===== src/rtl/seqgen_1011_tx.sv =====
// Serial frame transmitter: sync pattern 1011, then payload MSB first, then a zero guard gap.
// Valid/ready input; one word per frame, no queueing.
module seqgen_1011_tx #(
  parameter int DATA_W  = 8,
  parameter int GAP_LEN = 2
) (
  input  logic              clk,
  input  logic              rst_n,
  input  logic              tx_valid,
  input  logic [DATA_W-1:0] tx_data,
  output logic              tx_ready,
  output logic              dout,
  output logic              dout_en,
  output logic              busy,
  output logic              frame_done
);

  localparam int CNT_MAX = (DATA_W > 4) ? ((DATA_W > GAP_LEN) ? DATA_W : GAP_LEN)
                                        : ((GAP_LEN > 4) ? GAP_LEN : 4);
  localparam int CNT_W   = $clog2(CNT_MAX + 1);

  typedef enum logic [1:0] {
    ST_IDLE,
    ST_SYNC,
    ST_DATA,
    ST_GAP
  } state_t;

  state_t              state_q, state_d;
  logic [DATA_W-1:0]   sreg_q, sreg_d;
  logic [CNT_W-1:0]    cnt_q, cnt_d;
  logic                dout_q, dout_d;
  logic                dout_en_q, dout_en_d;
  logic                frame_done_q, frame_done_d;

  always_ff @(posedge clk or negedge rst_n) begin
    if (!rst_n) begin
      state_q      <= ST_IDLE;
      sreg_q       <= '0;
      cnt_q        <= '0;
      dout_q       <= 1'b0;
      dout_en_q    <= 1'b0;
      frame_done_q <= 1'b0;
    end else begin
      state_q      <= state_d;
      sreg_q       <= sreg_d;
      cnt_q        <= cnt_d;
      dout_q       <= dout_d;
      dout_en_q    <= dout_en_d;
      frame_done_q <= frame_done_d;
    end
  end

  // cnt_q holds the number of bits of the current state already placed on dout
  always_comb begin
    state_d      = state_q;
    sreg_d       = sreg_q;
    cnt_d        = cnt_q;
    dout_d       = 1'b0;
    dout_en_d    = 1'b0;
    frame_done_d = 1'b0;
    case (state_q)
      ST_IDLE: begin
        if (tx_valid) begin
          state_d   = ST_SYNC;
          sreg_d    = tx_data;
          dout_d    = 1'b1;
          dout_en_d = 1'b1;
          cnt_d     = CNT_W'(1);
        end
      end
      ST_SYNC: begin
        dout_en_d = 1'b1;
        if (cnt_q == CNT_W'(4)) begin
          state_d      = ST_DATA;
          dout_d       = sreg_q[DATA_W-1];
          sreg_d       = sreg_q << 1;
          cnt_d        = CNT_W'(1);
          frame_done_d = (DATA_W == 1);
        end else begin
          // remaining sync bits after the leading 1 are 0,1,1
          dout_d = (cnt_q != CNT_W'(1));
          cnt_d  = cnt_q + CNT_W'(1);
        end
      end
      ST_DATA: begin
        if (cnt_q == CNT_W'(DATA_W)) begin
          sreg_d = '0;
          if (GAP_LEN > 0) begin
            state_d = ST_GAP;
            cnt_d   = CNT_W'(1);
          end else begin
            state_d = ST_IDLE;
            cnt_d   = '0;
          end
        end else begin
          dout_en_d    = 1'b1;
          dout_d       = sreg_q[DATA_W-1];
          sreg_d       = sreg_q << 1;
          cnt_d        = cnt_q + CNT_W'(1);
          frame_done_d = (cnt_q == CNT_W'(DATA_W - 1));
        end
      end
      ST_GAP: begin
        if (cnt_q == CNT_W'(GAP_LEN)) begin
          state_d = ST_IDLE;
          cnt_d   = '0;
        end else begin
          cnt_d = cnt_q + CNT_W'(1);
        end
      end
      default: begin
        state_d = ST_IDLE;
        sreg_d  = '0;
        cnt_d   = '0;
      end
    endcase
  end

  assign tx_ready   = (state_q == ST_IDLE);
  assign busy       = (state_q != ST_IDLE);
  assign dout       = dout_q;
  assign dout_en    = dout_en_q;
  assign frame_done = frame_done_q;

endmodule

===== config.mk =====
export PLATFORM = sky130hd
export DESIGN_NAME = seqgen_1011_tx
export DESIGN_NICKNAME = d
export VERILOG_FILES = /design/src/rtl/seqgen_1011_tx.sv
export SDC_FILE = /design/constraint.sdc
export NUM_CORES = 1
export LEC_CHECK = 0
export ABC_AREA = 1
export CORE_MARGIN = 2
export CORE_UTILIZATION = 56
export CTS_CLUSTER_SIZE = 10
export DETAILED_ROUTE_END_ITERATION = 16
export PLACE_DENSITY = 0.83
export REMOVE_ABC_BUFFERS = 1
export SYNTH_ARGS = -nofsm -noshare
export SYNTH_HDL_FRONTEND = slang
export SYNTH_SLANG_ARGS = --single-unit

===== constraint.sdc =====
create_clock -name clk -period 2.4 [get_ports clk]
set_input_delay 0.48 -clock clk [delete_from_list [all_inputs] [get_ports clk]]
set_output_delay 0.48 -clock clk [all_outputs]
set_load 0.01 [all_outputs]

==> qor.csv <==
metric;value;unit
nets;200;
detail-route-antenna-nets;0;
grt_pass1_vias;1030;
start_util;60.2;%
die_x;50.2;um
worstMarginPinSlew;0.467;ns
final_util;69.6;%
clockRootBuffer;clkbuf_4;
h-tree-depth;1;
crit_fanout;4;
seqCellArea;425;um2
max_stage_delay;0.54;ns
die_area;2520;um2
chipHeight;50.2;um
powerDensity;1370;nW/um2
drt_pass1_iterations;4;
reg2reg_from;cnt_q[0];
crit_required;1.92;ns
avgSynthCellArea;7.32;um2
route.detailed.drc;0;
postCtsSetupRepairBufs;0;
mostFrequentLayoutCells;nand2_1, inv_1, nor2_1;
seq_area_frac_synth;35.6;%
finalClockSkew;0.00134;ns
worstSetupStartpointType;register;
hold_viol;0;
num_vias;1053;
worstPathCellList;inv_1 -> ha_1 -> inv_2 -> clkdlybuf4s50_1;
syn_to_final_growth;15.6;%
min_period;2.15;ns
via_per_inst;5.11;
regToRegSetupSlack;0.57;ns
worst_path_max_delay_cell;clkdlybuf4s50_1;
fin_cells;206;
numCtsBuffers;3;
maxSlewHeadroom;68.9;%
hpwl;1830;um
multi_input_area;623;um2
cp-end-kind;output pin;
clock-sinks;17;
layout_setup_ws;0.253;ns
syn_area;1190;um2
outcome;finished clean;
gr-total-overflow;0;
clk_latency;0.29;ns
yosysUniqueCellTypes;23;
core;1980;um2
maxCapViolations;0;
io_buffer_count;15;
max-vdd-ir-drop;0.777;mV
final_common_cell;nand2_1;
filler_cell_count;167;
timing.fmax;466;MHz
placedCellCount;202;
clk_pin_slew_worst_paths;0.11;ns
io_pins;16;
r2r-end;state_q[0];
tritoncts;yes;
gp_congestion;0.934;
slew_violations;0;
critPathKind;reg -> out;
routedWlPerCell;11.3;um
yosysWarningCount;0;
grt_pass1_wl;4370;um
cts_resized;0;
synth_cells;163;
reg2reg_depth;8;
grt_max_degree;18;
worst_ep_arrival_time;1.67;ns
p_leak;0.734;nW
antenna_found_initial;0;
place_ws;0.524;ns
hold_path_class;in -> async;
postCtsHoldBufs;0;
drive_above_1_share;14.0;%
synth_seq_cells;17;
diodes;0;
drtIter0Drc;16;
grt_use_total;22.4;%
finalCritPeriodShare;89.4;%
routed_wl;2330;um
rsz0062_at_grt;false;
clockBufferDepth;2;
tns;0;ns
rows;16;
setup_viol;0;
worst max-delay path, delay by kind of cell, from the launching register on:
kind	cells	cell delay (ns)
flops	1	0.40
buf+inv	3	0.73
fa+ha+maj	1	0.25
final cells by class:
| cell class | count | area share, % |
|---|---|---|
| multi-input combinational | 112 | 45.1 |
| sequential | 17 | 30.8 |
| timing repair buffer | 16 | 11.4 |
| inverter | 30 | 8.16 |
| tap | 27 | 2.45 |
| clock buffer | 3 | 1.63 |
| clock inverter | 1 | 0.363 |
worst max-delay path by stage:
| stage | startpoint | slack, ns | to | depth (start not counted) |
|---|---|---|---|---|
| final | state_q[0] | 0.25 | busy | 4 |
| after global placement | tx_valid | 0.59 | sreg_q[5] | 6 |
| after CTS | state_q[0] | 0.24 | busy | 4 |
| after floorplan | cnt_q[0] | 0.86 | state_q[0] | 7 |
| after detailed placement | tx_valid | 0.52 | sreg_q[2] | 6 |
| after global routing | state_q[0] | 0.15 | busy | 4 |
where the power goes:
part / internal [mW] / switching [mW] / total (mW) / leakage, nW
combinational: 0.467 / 0.748 / 1.21 / 0.505
sequential: 0.420 / 0.102 / 0.521 / 0.211
clock: 0.0619 / 0.0951 / 0.157 / 0.0177
sequential cells by signal (all words and copies together) (netlist names):
register / cells
cnt_q: 4
sreg_q: 8
dout: 1
dout_en: 1
frame_done: 1
state_q: 2
metal layers:
metal	wire length, um	vias up	share of wire, %	global-route usage [%]
li1	-	538	-	-
met1	1030	491	44	28.2
met2	1200	20	52	39.0
met3	68	4	2.9	2.98
met4	31	0	1.3	8.33
met5	0	-	0	0
cell usage after synthesis, drive strengths merged:
master	instances	area (um2)
nor2	22	100
a21oi	17	111
o21ai	4	20.0
nand4	4	25.0
o211ai	1	7.51
nor3	1	5.00
or2	1	6.26
ha	9	113
clkbuf	1	5.00
buf	3	27.5
nand2	44	183
nand3b	1	7.51
dfrtp	17	425
nand3	8	45.0
inv	30	113
metrics by stage:
step                power (mW)  hold WS (ns)  instance area (um2)
finish                    1.89         0.503                 1380
global route              2.11         0.516                 1380
CTS                       1.90         0.509                 1380
detailed placement        1.74         0.482                 1350
global placement          1.70         0.485                 1350
floorplan                 1.43         0.184                 1160
logic make-up after synthesis:
kind of cell,share of synthesized area [%]
adders and majority gates,9.43
buffers and inverters,12.2
DFF,35.6
and+or+nand+nor,31.1
AOI/OAI and AO/OA,11.6
(Power assumes the default switching activity.)
